<file path="src/rtl/pulse_burst_sequencer_if.sv">
// Descriptor handshake between the config side and the sequencer.
// Master offers a descriptor on cfg_valid; slave takes it when cfg_ready is high.
interface pulse_burst_sequencer_if #(
    parameter int CNT_W   = 16,
    parameter int BURST_W = 8
);
    logic               cfg_valid;
    logic               cfg_ready;
    logic [CNT_W-1:0]   cfg_period;
    logic [CNT_W-1:0]   cfg_width;
    logic [BURST_W-1:0] cfg_count;

    modport master (
        output cfg_valid, cfg_period, cfg_width, cfg_count,
        input  cfg_ready
    );

    modport slave (
        input  cfg_valid, cfg_period, cfg_width, cfg_count,
        output cfg_ready
    );
endinterface

</file>
<file path="src/rtl/pulse_burst_sequencer.sv">
// Pulse burst sequencer: emits count pulses of a period/width pair; first pulse 1 cycle after accept.
// Backpressure: cfg_ready is low outside IDLE and while abort is high; nothing is consumed then.
module pulse_burst_sequencer #(
    parameter int CNT_W   = 16,
    parameter int BURST_W = 8
) (
    input  logic                  clk,
    input  logic                  reset_n,
    pulse_burst_sequencer_if.slave cfg,
    input  logic                  abort,
    output logic                  pulse,
    output logic                  busy,
    output logic                  done,
    output logic                  aborted,
    output logic                  cfg_err,
    output logic [BURST_W-1:0]    pulses_done
);

    typedef enum logic [1:0] {IDLE, RUN, DONE} state_t;

    typedef struct packed {
        logic [CNT_W-1:0]   period;
        logic [CNT_W-1:0]   width;
        logic [BURST_W-1:0] count;
    } desc_t;

    state_t             state;
    desc_t              desc;
    logic [CNT_W-1:0]   phase;
    logic [CNT_W-1:0]   phase_inc;
    logic [BURST_W-1:0] pd_inc;
    logic               ready;
    logic               take;
    logic               bad_desc;
    logic               period_end;
    logic               last_period;

    assign ready         = (state == IDLE) && !abort;
    assign cfg.cfg_ready = ready;
    assign take          = cfg.cfg_valid && ready;
    assign bad_desc      = (cfg.cfg_period == '0) || (cfg.cfg_width > cfg.cfg_period);
    assign busy          = (state != IDLE);

    assign phase_inc   = phase + CNT_W'(1);
    assign pd_inc      = pulses_done + BURST_W'(1);
    assign period_end  = (phase == desc.period - CNT_W'(1));
    // count==0 means continuous: only abort ends the burst, pulses_done just wraps
    assign last_period = (desc.count != '0) && (pd_inc == desc.count);

    always_ff @(posedge clk or negedge reset_n) begin
        if (!reset_n) begin
            state       <= IDLE;
            desc        <= '0;
            phase       <= '0;
            pulse       <= 1'b0;
            done        <= 1'b0;
            aborted     <= 1'b0;
            cfg_err     <= 1'b0;
            pulses_done <= '0;
        end else begin
            done    <= 1'b0;
            cfg_err <= 1'b0;
            case (state)
                IDLE: begin
                    if (take) begin
                        if (bad_desc) begin
                            cfg_err <= 1'b1;
                        end else begin
                            desc        <= {cfg.cfg_period, cfg.cfg_width, cfg.cfg_count};
                            state       <= RUN;
                            phase       <= '0;
                            pulses_done <= '0;
                            aborted     <= 1'b0;
                            pulse       <= (cfg.cfg_width != '0);
                        end
                    end
                end
                RUN: begin
                    if (abort) begin
                        pulse   <= 1'b0;
                        aborted <= 1'b1;
                        done    <= 1'b1;
                        state   <= DONE;
                    end else if (period_end) begin
                        phase       <= '0;
                        pulses_done <= pd_inc;
                        if (last_period) begin
                            pulse <= 1'b0;
                            done  <= 1'b1;
                            state <= DONE;
                        end else begin
                            pulse <= (desc.width != '0);
                        end
                    end else begin
                        phase <= phase_inc;
                        pulse <= (phase_inc < desc.width);
                    end
                end
                DONE: begin
                    state <= IDLE;
                end
                default: begin
                    state <= IDLE;
                end
            endcase
        end
    end

endmodule
</file>
<file path="src/flat_wrapper.sv">
// flat-port wrapper written by rule: the top's interface ports become plain ports
module pulse_burst_sequencer_flat 
#(
    parameter int CNT_W   = 16,
    parameter int BURST_W = 8
)
  (clk, reset_n, abort, pulse, busy, done, aborted, cfg_err, pulses_done, cfg_cfg_valid, cfg_cfg_period, cfg_cfg_width, cfg_cfg_count, cfg_cfg_ready);
  pulse_burst_sequencer_if #(.CNT_W(CNT_W), .BURST_W(BURST_W)) cfg_i ();
  input  logic clk;
  input  logic reset_n;
  input  logic abort;
  output logic pulse;
  output logic busy;
  output logic done;
  output logic aborted;
  output logic cfg_err;
  output logic [BURST_W-1:0] pulses_done;
  input wire logic [$bits(cfg_i.cfg_valid)-1:0] cfg_cfg_valid;
  input wire logic [$bits(cfg_i.cfg_period)-1:0] cfg_cfg_period;
  input wire logic [$bits(cfg_i.cfg_width)-1:0] cfg_cfg_width;
  input wire logic [$bits(cfg_i.cfg_count)-1:0] cfg_cfg_count;
  output wire logic [$bits(cfg_i.cfg_ready)-1:0] cfg_cfg_ready;
  assign cfg_i.cfg_valid = cfg_cfg_valid;
  assign cfg_i.cfg_period = cfg_cfg_period;
  assign cfg_i.cfg_width = cfg_cfg_width;
  assign cfg_i.cfg_count = cfg_cfg_count;
  assign cfg_cfg_ready = cfg_i.cfg_ready;
  pulse_burst_sequencer #(.CNT_W(CNT_W), .BURST_W(BURST_W)) u_core (.clk(clk), .reset_n(reset_n), .cfg(cfg_i), .abort(abort), .pulse(pulse), .busy(busy), .done(done), .aborted(aborted), .cfg_err(cfg_err), .pulses_done(pulses_done));
endmodule
</file>
<file path="config.mk">
export PLATFORM = sky130hd
export DESIGN_NAME = pulse_burst_sequencer_flat
export DESIGN_NICKNAME = d
export VERILOG_FILES = /design/src/rtl/pulse_burst_sequencer_if.sv /design/src/rtl/pulse_burst_sequencer.sv /design/src/flat_wrapper.sv
export SDC_FILE = /design/constraint.sdc
export NUM_CORES = 1
export LEC_CHECK = 0
export BUFFER_PORTS_ARGS = -buffer_cell sky130_fd_sc_hd__buf_4
export CAP_MARGIN = 10
export CORE_MARGIN = 4
export CORE_UTILIZATION = 63
export DETAILED_ROUTE_END_ITERATION = 10
export PLACE_DENSITY = 0.94
export SLEW_MARGIN = 20
export SYNTH_ARGS = -nofsm -noshare
export SYNTH_HDL_FRONTEND = slang
export SYNTH_SLANG_ARGS = --single-unit
</file>
<file path="constraint.sdc">
create_clock -name clk -period 8.3 [get_ports clk]
set_input_delay 1.66 -clock clk [delete_from_list [all_inputs] [get_ports clk]]
set_output_delay 1.66 -clock clk [all_outputs]
set_load 0.05 [all_outputs]
</file>
Yosys cells after proc, flatten, opt, wreduce, memory -nomap -nowiden
Cells that the tools add are included.
Widths: inputs -> output; s select.
{"block": "word_totals", "regBits": 70, "out_inout_bits": 14, "word_cells": 77}
{"block": "op_classes", "addsub": 3, "magnitude_cmp": 2, "n_eq_ne": 10, "n_mux": 33, "bitwise": 1, "n_reduce_logical": 18}
{"op": "$mux 16", "count": 4}
{"op": "$mux 8", "count": 4}
{"op": "$pmux 16 s2", "count": 1}
{"op": "$reduce_bool 16->1", "count": 2}
{"op": "$add 16x1->16 const B", "count": 1}
{"op": "$eq 16x16->1", "count": 1}
{"op": "$gt 16x16->1", "count": 1}
{"op": "$logic_not 16->1", "count": 1}
{"op": "$lt 16x16->1", "count": 1}
{"op": "$pmux 8 s2", "count": 1}
{"op": "$sub 16x1->16 const B", "count": 1}
{"op": "$mux 1", "count": 15}
{"op": "$reduce_and 4->1", "count": 3}
{"op": "$mux 2", "count": 5}
{"op": "$add 8x1->8 const B", "count": 1}
{"op": "$eq 8x8->1", "count": 1}
{"op": "$reduce_bool 8->1", "count": 1}
{"op": "$ne 2x2->1 const B", "count": 3}
{"op": "$ne 3x2->1 const B", "count": 2}
{"op": "$reduce_and 3->1", "count": 2}
{"op": "$reduce_and 5->1", "count": 1}
{"op": "$ne 2x1->1 const B", "count": 2}
{"op": "$pmux 1 s2", "count": 2}
{"op": "$pmux 2 s2", "count": 1}
{"op": "7 further kinds", "count": 10}

Longest topological paths before layout
Gate-level depths: netlist of the first run.
{"block": "depth", "word_depth": 7, "depth_mapped": 15, "depth_no_buf": 14}

Worst setup path before layout of the first run
No wires, ideal clock.
{"block": "synth_timing", "path_type": "input -> register", "from": "in cfg_cfg_period[1]", "to": "reg u_core.desc[30] (netlist name)", "setup_time_ps": 125, "arrival_time_ps": 4106, "required_time_ps": 8175, "slack_ps": 4069, "cell_stages": 9, "n_path_buf": 1, "path_cell_list": "inv_1 > ha_1 > nor2b_1 > o211ai_1 > a21oi_1 > o311a_1 > nor4_1 > clkbuf_1 > mux2_2"}
{"block": "synth_via", "elab_chain_cells": 4}
{"element": "from (decl)", "line": "flat_wrapper.sv:19", "source": "input wire logic [$bits(cfg_i.cfg_period)-1:0] cfg_cfg_period;"}
{"element": "$gt 16x16->1 or $logic_not 16->1 (tied branches)", "line": "pulse_burst_sequencer.sv:41", "source": "assign bad_desc = (cfg.cfg_period == '0) || (cfg.cfg_width > cfg.cfg_period);"}
{"element": "$logic_or 1x1->1 (*)", "line": "pulse_burst_sequencer.sv:41"}
{"element": "$not 1->1 (no source line) (*)"}
{"element": "$reduce_and 3->1 (no source line) (*)"}
{"element": "to (signal assigned)", "line": "pulse_burst_sequencer.sv:69", "source": "desc <= {cfg.cfg_period, cfg.cfg_width, cfg.cfg_count};"}
{"element": "to (decl)", "line": "pulse_burst_sequencer.sv:28", "source": "desc_t desc;"}
Mark *: on every way between the ends. The rest lies on a longest branch, timed or not.
A chain may end at the register's enable or synchronous reset.

Final worst setup path of the first run
{"block": "layout_timing", "from": "in cfg_cfg_width[1]", "to": "reg u_core.phase[15]"}
{"block": "layout_via", "elab_chain_cells": 4}
{"element": "from (decl)", "line": "flat_wrapper.sv:20", "source": "input wire logic [$bits(cfg_i.cfg_width)-1:0] cfg_cfg_width;"}
{"element": "$gt 16x16->1", "line": "pulse_burst_sequencer.sv:41"}
{"element": "$logic_or 1x1->1", "line": "pulse_burst_sequencer.sv:41"}
{"element": "$ne 2x2->1 (no source line)"}
{"element": "$reduce_and 4->1 (no source line)"}
{"element": "to (signal assigned)", "line": "pulse_burst_sequencer.sv:95", "source": "phase <= phase_inc;"}
{"element": "to (decl)", "line": "pulse_burst_sequencer.sv:29", "source": "logic [CNT_W-1:0] phase;"}
Every way passes these cells.

==> impl_results.md, run 1 <==
* Status: finished clean
* # diodes at 0
* Post-place setup slack at 3.75 ns
* Post-Syn Area at 4660 µm²
* CP Capture Type: flop
* Worst VDD drop at 0.174 mV
* PnR worst setup slack at 4.05 ns
* Critical Path AT at 4.51 ns
* Post-layout util at 74.2%
* Routed WL at 12700 µm
* Sw Share at 38.0%
* Clock sink count at 70
* Synth area leaders: dfrtp_1 38%, ha_1 9.1%, xnor2_1 5.5%
* Min-Delay Path Depth at 2
* P_leak at 2.45 nW
* Final hold violations at 0
* Distinct cells, synth at 61
* Via count at 4141
* Antenna violations before repair at 0
* # hold bufs at CTS at 0
* Cell Pwr Density at 234 nW/µm²
* Max Root-Sink Buffers at 2
* Rows at 31
* Routability congestion estimate at 0.911
* Cell family with most CP delay: simple AND/OR/NAND/NOR gates
* CTS buffer count at 9
* Setup Viol. Count Final at 0
* Max-slew headroom at 36.6%
* DP HPWL at 9480 µm
* Clock power share at 22.9%
* Count leader, synth: dfrtp_1
* Crit path cell chain: buf_4 > ha_1 > nor2b_1 > o211ai_1 > a21oi_1 > o311a_1 > nor3_1 > nor2_2 > or2_0 > o221ai_1
* CTS root buf: clkbuf_8
* Hold crit path type: reg -> reg
* Critical path class: in -> reg
* R2R cell count at 13
* Post-CTS setup buffers at 0
* TritonRoute pass-1 iters at 5
* #FFs+latches synth at 70
* Psw at 477 µW
* Final Max Tran Viols at 0
* Post-synth EDFFs at 0
* Worst R2R Start: u_core.phase[0]$_DFFE_PN0P_
* Layout area overhead at 14.9%
* WP depth at 10
* Flop-to-flop setup slack at 4.59 ns
* Initial core utilization at 64.6%
* DRC at 0
* Syn Nets at 570
* Total chip power at 1.25 mW
* Ys async rst share at 100%
* DR iter-0 viols at 323
* Core area at 7210 µm²
* CP Data Required Time at 8.55 ns
* Layout Nets at 621
* Int Pwr at 776 µW
* Final Skew at 0.0132 ns
* Port bufs at 57
* Synth Area per Inst at 9.47 µm²
* Max-cap violations at 0
* Register area share after synthesis at 37.6%
* Wire per inst at 19.7 µm
* Period utilization at 51.3%
* Total die area at 8840 µm²
* Fin cells at 646
* Post-DR vias/cell at 6.41
* Seq pwr share at 41.7%
* Slowest stage delay, CP at 0.68 ns
* RSZ-0062 raised after global routing: no
* Syn. warnings at 0
* Synth top area share at 37.6%
* CTS clk-pin slew, worst paths at 0.08 ns
* Post-CTS sizing at 0
* TNS Setup at 0 ns
* Largest net degree at the start of global routing at 71
* Share of cells above drive strength 1 at 20.3%
* Commonest cells post-synth: 70 x dfrtp_1, 40 x inv_1, 37 x nand2_1
* # IOs at 58
* Worst-Skew Late Latency at 0.36 ns
* Worst-path fanout max at 18
* Worst Setup Start Kind: input port
* CTS tree: done
* Maximum clock rate at 235 MHz
* First-pass GRT wire length at 21000 µm
* CP max-delay cell: nor3_1
* HP Start: u_core.aborted$_DFFE_PN0P_
* GRT overflow at 0
* Overall global routing resource usage at 31.0%
* Tightest Pin Transition at 0.949 ns
* CTS H-tree lvls at 3
* Vias in the first global route at 4192
* Die width at 94 µm
* Post-Syn Instances at 492
* Biggest area consumer among synthesized cells: dfrtp_1
* Minimum clock period at 4.25 ns
* Buffers & Inverters on Critical Path at 1
* Main synth FF type: dfrtp_1
* Comb pwr share at 35.4%
* Placed cells at 631
* Die Y at 94 µm
* FF-to-FF End: u_core.pulse$_DFFE_PN0P_
* Worst Hold End: u_core.aborted$_DFFE_PN0P_
* ANT nets after route at 0
-- worst min-delay path, delay by kind of cell, from the launching register on --
family / cells / cell delay (ns)
simple gates: 1 / 0.07
flops: 1 / 0.36
compound gates: 1 / 0.04
-- how the worst max path moves through the flow --
stage / startpoint / to
2_1_floorplan: cfg_cfg_period[1] / u_core.desc[30]$_DFFE_PN0P_
3_3_place_gp: cfg_cfg_width[1] / u_core.phase[2]$_DFFE_PN0P_
3_5_place_dp: cfg_cfg_width[1] / u_core.phase[13]$_DFFE_PN0P_
4_1_cts: cfg_cfg_width[1] / u_core.phase[15]$_DFFE_PN0P_
5_1_grt: cfg_cfg_period[1] / u_core.phase[15]$_DFFE_PN0P_
6_report: cfg_cfg_width[1] / u_core.phase[15]$_DFFE_PN0P_
-- cells by family after synthesis --
group	Yosys count	synth area share (%)
compound gates	110	16.4
xor+xnor	44	8.57
fa+ha+maj	35	9.34
buf+inv	59	5.05
flops	70	37.6
mux	22	5.29
simple gates	152	17.8
-- cells in the final DEF (no fill, tap or decap), types with 5 or more instances in the layout --
master    instances
dfrtp_1          70
buf_4            59
inv_1            40
nand2_1          37
ha_1             34
o21ai_0          32
xnor2_1          29
mux2_2           21
nor4_1           20
nor2_1           18
a21oi_1          15
xor2_1           14
nand3_1          13
nand4_1          12
nor3_1           11
a22o_1           11
clkbuf_8         11
nor2b_1           9
and3_1            7
o21a_1            7
a21o_1            6
or4_1             5
o31ai_1           5
-- power groups by stage --
stage	clock (mW)	combinational [mW]	sequential (mW)
final	0.287	0.444	0.522
after floorplan	0	0.310	0.511
after global placement	0	0.415	0.516
after detailed placement	0	0.432	0.522
after CTS	0.287	0.441	0.518
after global routing	0.301	0.490	0.532
-- per-stage QoR --
| step | hold WS, ns | area [µm²] |
|---|---|---|
| 6_report | 0.515 | 5350 |
| 3_5_place_dp | 0.499 | 5150 |
| 2_1_floorplan | 0.469 | 4660 |
| 4_1_cts | 0.516 | 5350 |
| 3_3_place_gp | 0.484 | 5150 |
| 5_1_grt | 0.567 | 5350 |
-- registers in the layout, indices dropped and copies added (netlist names) --
register and count:
u_core.pulses_done 8, u_core.state 2, u_core.cfg_err 1, u_core.phase 16
u_core.done 1, u_core.aborted 1, u_core.pulse 1, u_core.desc 40
-- metal layers --
layer  vias to the layer above  GRT usage (%)  routed length [µm]
li1                       1893              -                   -
met1                      2033           40.9                5370
met2                       187           51.2                6270
met3                        28           5.53                 826
met4                         0           10.7                 259
met5                         -              0                   0
-- final cells by class --
cell class / instances / area, µm²
inverters: 40 / 150
repair buffers: 59 / 443
well taps: 99 / 124
fillers: 523 / 1860
clock inverters: 4 / 55.1
clock buffers: 11 / 151
flip-flops and latches: 70 / 1750
multi-input cells: 363 / 2680
Note: power is estimated with default switching activity, not from simulation.
==> run 2: changes to the inputs <==
--- a/config.mk
+++ b/config.mk
@@ -8,9 +8,9 @@
 export BUFFER_PORTS_ARGS = -buffer_cell sky130_fd_sc_hd__buf_4
 export CAP_MARGIN = 10
 export CORE_MARGIN = 4
-export CORE_UTILIZATION = 63
+export CORE_UTILIZATION = 59
 export DETAILED_ROUTE_END_ITERATION = 10
-export PLACE_DENSITY = 0.94
+export PLACE_DENSITY = 0.89
 export SLEW_MARGIN = 20
 export SYNTH_ARGS = -nofsm -noshare
 export SYNTH_HDL_FRONTEND = slang
==> constraint.sdc (replaced) <==
create_clock -name clk -period 4 [get_ports clk]
set_input_delay 0.8 -clock clk [delete_from_list [all_inputs] [get_ports clk]]
set_output_delay 0.8 -clock clk [all_outputs]
set_load 0.05 [all_outputs]
==> run 2 against run 1 <==
Cell count grew 0.93%; largest cell class unchanged; combinational power grew 110%; critical path type is now reg -> reg; worst setup slack lost 3.5 ns; highest routed layer unchanged; sequential share of layout area shrank 0.40 points; non-clock buffer count grew 2; hold slack gained 0.010 ns.
==> impl_results.md, run 2 (same netlist as run 1, synthesis figures left out) <==
* Max-slew headroom at 41.1%
* GRT overflow at 0
* Period utilization at 87.3%
* Minimum clock period at 3.49 ns
* Max-cap violations at 0
* Cell Pwr Density at 506 nW/µm²
* Comb pwr share at 34.1%
* DP HPWL at 9510 µm
* Total die area at 9380 µm²
* Die width at 96.9 µm
* Seq pwr share at 39.1%
* Setup Viol. Count Final at 0
* Antenna violations before repair at 0
* R2R cell count at 13
* CP Data Required Time at 4.26 ns
* Biggest register: u_core.desc
* # IOs at 58
* TNS Setup at 0 ns
* DRC at 0
* Hold crit path type: reg -> reg
* Total chip power at 2.74 mW
* CTS clk-pin slew, worst paths at 0.08 ns
* CTS H-tree lvls at 3
* TritonRoute pass-1 iters at 5
* Final hold violations at 0
* # diodes at 0
* Share of cells above drive strength 1 at 20.7%
* Psw at 1.02 mW
* Worst R2R Start: u_core.phase[0]$_DFFE_PN0P_
* Die Y at 96.9 µm
* FF-to-FF End: u_core.pulse$_DFFE_PN0P_
* Clock power share at 26.8%
* Most frequent cells in the layout: 70 x dfrtp_1, 61 x buf_4, 40 x inv_1, 37 x nand2_1, 34 x ha_1
* ANT nets after route at 0
* Post-CTS setup buffers at 0
* Crit path cell chain: ha_1 > nand3_1 > nor3_1 > and3_1 > nand3_1 > xnor2_1 > ha_1 > o21ai_0 > a21oi_1 > o21a_1 > o21ai_0 > nand3_1 > a221oi_1
* Max FFs per register at 40
* Core area at 7690 µm²
* CP max-delay cell: dfrtp_1
* Maximum clock rate at 286 MHz
* Worst-Skew Late Latency at 0.36 ns
* Routed WL at 12700 µm
* CTS buffer count at 9
* Wire per inst at 19.5 µm
* Post-DR vias/cell at 6.23
* Filler cells at 590
* Layout area overhead at 16.3%
* Int Pwr at 1.73 mW
* Post-CTS sizing at 0
* Via count at 4062
* Multi-input gate area at 2680 µm²
* Port bufs at 57
* P_leak at 2.48 nW
* Max Root-Sink Buffers at 2
* RSZ-0062 raised after global routing: no
* Largest net degree at the start of global routing at 71
* Min-Delay Path Depth at 2
* Worst-path fanout max at 7
* Most common library cell in the layout ignoring fill and taps: dfrtp_1
* Status: finished clean
* First-pass GRT wire length at 20900 µm
* Final Max Tran Viols at 0
* CTS tree: done
* Overall global routing resource usage at 27.7%
* Sequential cell area at 1750 µm²
* HP Start: u_core.aborted$_DFFE_PN0P_
* Worst Setup Start Kind: flop
* Tightest Pin Transition at 0.883 ns
* Worst VDD drop at 0.424 mV
* Sw Share at 37.0%
* Top cell by count, worst path: nand3_1
* CP Capture Type: flop
* Largest registers: u_core.desc (40), u_core.phase (16), u_core.pulses_done (8)
* Vias in the first global route at 4131
* Routability congestion estimate at 0.976
* Worst Hold End: u_core.aborted$_DFFE_PN0P_
* Slowest stage delay, CP at 0.46 ns
* Final Skew at 0.00452 ns
* # hold bufs at CTS at 0
* Rows at 32
* Critical Path AT at 3.75 ns
* CTS root buf: clkbuf_8
* Flop-to-flop setup slack at 0.51 ns
* Clock sink count at 70
* DR iter-0 viols at 334
* Layout Nets at 623
* Critical path class: reg -> reg
* Initial core utilization at 60.6%
[run 2: cell count changes in the layout (fill, tap and decap cells not counted)]
cell and change:
clkbuf_8 -1, bufinv_16 +2, inv_6 +1, clkinvlp_4 -1, buf_4 +2
[run 2: layer usage]
| metal | track usage [%] | up-vias | wire, µm |
|---|---|---|---|
| li1 | - | 1905 | - |
| met1 | 36.1 | 1942 | 5230 |
| met2 | 45.1 | 177 | 6230 |
| met3 | 4.76 | 38 | 858 |
| met4 | 12.5 | 0 | 421 |
| met5 | 0 | - | 0 |
[run 2: critical path: cells and delay by family, from the launching register on]
kind                       cells  cell delay, ns
and+or+nand+nor                5            1.20
xor gates and xnor gates       1            0.27
AOI/OAI and AO/OA              5            0.91
DFF                            1            0.46
adders and majority gates      2            0.56
[run 2: power by group through the flow]
| stage | clock network (mW) | registers, mW | logic, mW |
|---|---|---|---|
| 2_1_floorplan | 0 | 1.06 | 0.643 |
| 3_3_place_gp | 0 | 1.07 | 0.866 |
| 3_5_place_dp | 0 | 1.08 | 0.905 |
| 4_1_cts | 0.743 | 1.07 | 0.925 |
| 5_1_grt | 0.770 | 1.10 | 1.02 |
| 6_report | 0.736 | 1.07 | 0.935 |
[run 2: cell type report]
cell class | instances | share of cell area [%]
Clock inverter | 6 | 2.15
Sequential cell | 70 | 32.3
Multi-Input combinational cell | 363 | 49.4
Inverter | 40 | 2.77
Tap cell | 102 | 2.35
Timing Repair Buffer | 61 | 8.45
Clock buffer | 10 | 2.54
[run 2: worst max-delay path by stage]
stage / depth (start not counted) / start / slack [ns] / to
final: 13 / u_core.phase[0]$_DFFE_PN0P_ / 0.51 / u_core.pulse$_DFFE_PN0P_
after global routing: 13 / u_core.phase[0]$_DFFE_PN0P_ / 0.26 / u_core.pulse$_DFFE_PN0P_
after CTS: 13 / u_core.phase[0]$_DFFE_PN0P_ / 0.60 / u_core.pulse$_DFFE_PN0P_
after detailed placement: 12 / cfg_cfg_period[1] / 0.64 / u_core.phase[15]$_DFFE_PN0P_
after global placement: 12 / cfg_cfg_period[1] / 0.71 / u_core.phase[15]$_DFFE_PN0P_
after floorplan: 9 / cfg_cfg_period[1] / 0.63 / u_core.desc[30]$_DFFE_PN0P_
[run 2: metrics by stage]
| step | instance area (µm²) | util, % | instances | hold slack [ns] | setup WS (ns) |
|---|---|---|---|---|---|
| detailed placement | 5170 | 67.2 | 636 | 0.502 | 0.636 |
| floorplan | 4660 | - | 492 | 0.469 | 0.629 |
| global placement | 5170 | 67.2 | 636 | 0.482 | 0.712 |
| finish | 5420 | 70.5 | 652 | 0.525 | 0.508 |
| CTS | 5420 | 70.5 | 652 | 0.523 | 0.602 |
| global route | 5420 | 70.5 | 652 | 0.565 | 0.258 |
==> run 3: changes to the inputs <==
--- a/config.mk
+++ b/config.mk
@@ -8,9 +8,9 @@
 export BUFFER_PORTS_ARGS = -buffer_cell sky130_fd_sc_hd__buf_4
 export CAP_MARGIN = 10
 export CORE_MARGIN = 4
-export CORE_UTILIZATION = 59
+export CORE_UTILIZATION = 53
 export DETAILED_ROUTE_END_ITERATION = 10
-export PLACE_DENSITY = 0.89
+export PLACE_DENSITY = 0.82
 export SLEW_MARGIN = 20
 export SYNTH_ARGS = -nofsm -noshare
 export SYNTH_HDL_FRONTEND = slang
==> run 3 against run 2 <==
Routed wire length fell by 1.8%; worst setup slack improved by 0.15 ns; non-clock buffer count rose by 1.
==> impl_results.md, run 3 (same netlist as run 1, synthesis figures left out) <==
* Worst Hold End: u_core.aborted$_DFFE_PN0P_
* Minimum clock period at 3.34 ns
* Via count at 4021
* Post-CTS setup buffers at 0
* CP Capture Type: flop
* DR iter-0 viols at 296
* Clock sink count at 70
* Worst-Skew Late Latency at 0.35 ns
* GRT overflow at 0
* Routability congestion estimate at 0.913
* Worst VDD drop at 0.284 mV
* DP HPWL at 9590 µm
* CTS buffer count at 9
* Tightest Pin Transition at 0.859 ns
* ANT nets after route at 0
* Routed WL at 12500 µm
* Worst Setup Start Kind: flop
* Antenna violations before repair at 0
* Setup Viol. Count Final at 0
* CTS tree: done
* Most frequent cells in the layout: 70 x dfrtp_1, 61 x buf_4, 40 x inv_1, 37 x nand2_1, 34 x ha_1
* Die width at 102 µm
* Critical Path AT at 3.56 ns
* Post-DP Area at 5190 µm²
* CP Data Required Time at 4.22 ns
* Die Y at 102 µm
* Status: finished clean
* Largest net degree at the start of global routing at 71
* CTS root buf: clkbuf_8
* HP Start: u_core.aborted$_DFFE_PN0P_
* # hold bufs at CTS at 0
* First-pass GRT wire length at 20900 µm
* Post-DR vias/cell at 6.13
* Max FFs per register at 40
* Largest registers: u_core.desc (40), u_core.phase (16), u_core.pulses_done (8)
* Cell Pwr Density at 489 nW/µm²
* TritonRoute pass-1 iters at 5
* Period utilization at 83.5%
* Max-slew headroom at 42.7%
* # diodes at 0
* Port bufs at 57
* Share of cells above drive strength 1 at 20.9%
* Hold crit path type: reg -> reg
* Worst R2R Start: u_core.phase[0]$_DFFE_PN0P_
* Final Skew at 0.00997 ns
* Core area at 8380 µm²
* Total die area at 10400 µm²
* Max Root-Sink Buffers at 2
* PnR worst setup slack at 0.660 ns
* # IOs at 58
* P_leak at 2.47 nW
* DRC at 0
* CTS H-tree lvls at 3
* Min-Delay Path Depth at 2
* Initial core utilization at 55.6%
* Final Max Tran Viols at 0
* Vias in the first global route at 4152
* Critical path class: reg -> reg
* Rows at 33
* Layout Nets at 624
* RSZ-0062 raised after global routing: no
* CTS clk-pin slew, worst paths at 0.08 ns
* Post-CTS sizing at 0
* Final Instance Area at 5410 µm²
* Flop-to-flop setup slack at 0.66 ns
* Final hold violations at 0
* Overall global routing resource usage at 26.0%
* Most common library cell in the layout ignoring fill and taps: dfrtp_1
* TNS Setup at 0 ns
* Max-cap violations at 0
* Post-place setup slack at 0.661 ns
* FF-to-FF End: u_core.pulse$_DFFE_PN0P_
* Wire per inst at 19.1 µm
* R2R cell count at 14
* Worst-path fanout max at 6
* Maximum clock rate at 299 MHz
* Biggest register: u_core.desc
* Layout area overhead at 16.2%
## run 3: cell count changes in the layout (fill, tap and decap cells not counted), sizes merged
cell	before	now
buf	61	62
bufinv	3	2
clkinv	1	2
clkinvlp	0	2
inv	42	40
## run 3: report_power, final
| part | total, mW | switching, mW | internal (mW) |
|---|---|---|---|
| Clock | 0.643 | 0.277 | 0.366 |
| Combinational | 0.927 | 0.503 | 0.423 |
| Sequential | 1.07 | 0.201 | 0.873 |
| Total | 2.64 | 0.982 | 1.66 |
## run 3: through the flow
stage	hold WS (ns)	total power [mW]	util (%)	instances
3_5_place_dp	0.523	2.00	61.9	640
2_1_floorplan	0.469	1.70	-	492
6_report	0.527	2.64	64.6	656
5_1_grt	0.574	2.81	64.6	656
4_1_cts	0.539	2.64	64.6	656
3_3_place_gp	0.483	1.96	61.9	640
## run 3: area by class of cell
cell class / instances / area (µm²)
Sequential cell: 70 / 1750
Timing Repair Buffer: 62 / 478
Tap cell: 105 / 131
Clock buffer: 10 / 138
Inverter: 40 / 150
Clock inverter: 6 / 85.1
Multi-Input combinational cell: 363 / 2680
Fill cell: 660 / 2970
## run 3: per-layer routing
| metal | share of wire [%] | global-route usage [%] | vias to the layer above |
|---|---|---|---|
| li1 | - | - | 1900 |
| met1 | 44 | 35.1 | 1982 |
| met2 | 49 | 42.1 | 117 |
| met3 | 5.0 | 5.30 | 22 |
| met4 | 1.9 | 8.38 | 0 |
| met5 | 0 | 0 | - |
## run 3: critical path, stage by stage (launching register included)
cell,delay [ns]
dfrtp_1,0.36
buf_4,0.15
and3_1,0.15
nand3_1,0.18
nor2_1,0.22
and3_1,0.31
nand3_1,0.23
o21ai_0,0.32
nand2_1,0.14
ha_1,0.33
nand4_1,0.10
a2111oi_0,0.44
nor3_1,0.10
nand3_1,0.11
a221oi_1,0.08
## run 3: how the worst max path moves through the flow
stage          cells after the start                      endpoint                         from
2_1_floorplan                      9   u_core.desc[30]$_DFFE_PN0P_            cfg_cfg_period[1]
3_3_place_gp                       9   u_core.phase[6]$_DFFE_PN0P_           cfg_cfg_period[13]
3_5_place_dp                      12   u_core.phase[6]$_DFFE_PN0P_            cfg_cfg_period[1]
4_1_cts                           10  u_core.phase[15]$_DFFE_PN0P_  u_core.desc[24]$_DFFE_PN0P_
5_1_grt                           13      u_core.pulse$_DFFE_PN0P_  u_core.phase[1]$_DFFE_PN0P_
6_report                          14      u_core.pulse$_DFFE_PN0P_  u_core.phase[0]$_DFFE_PN0P_
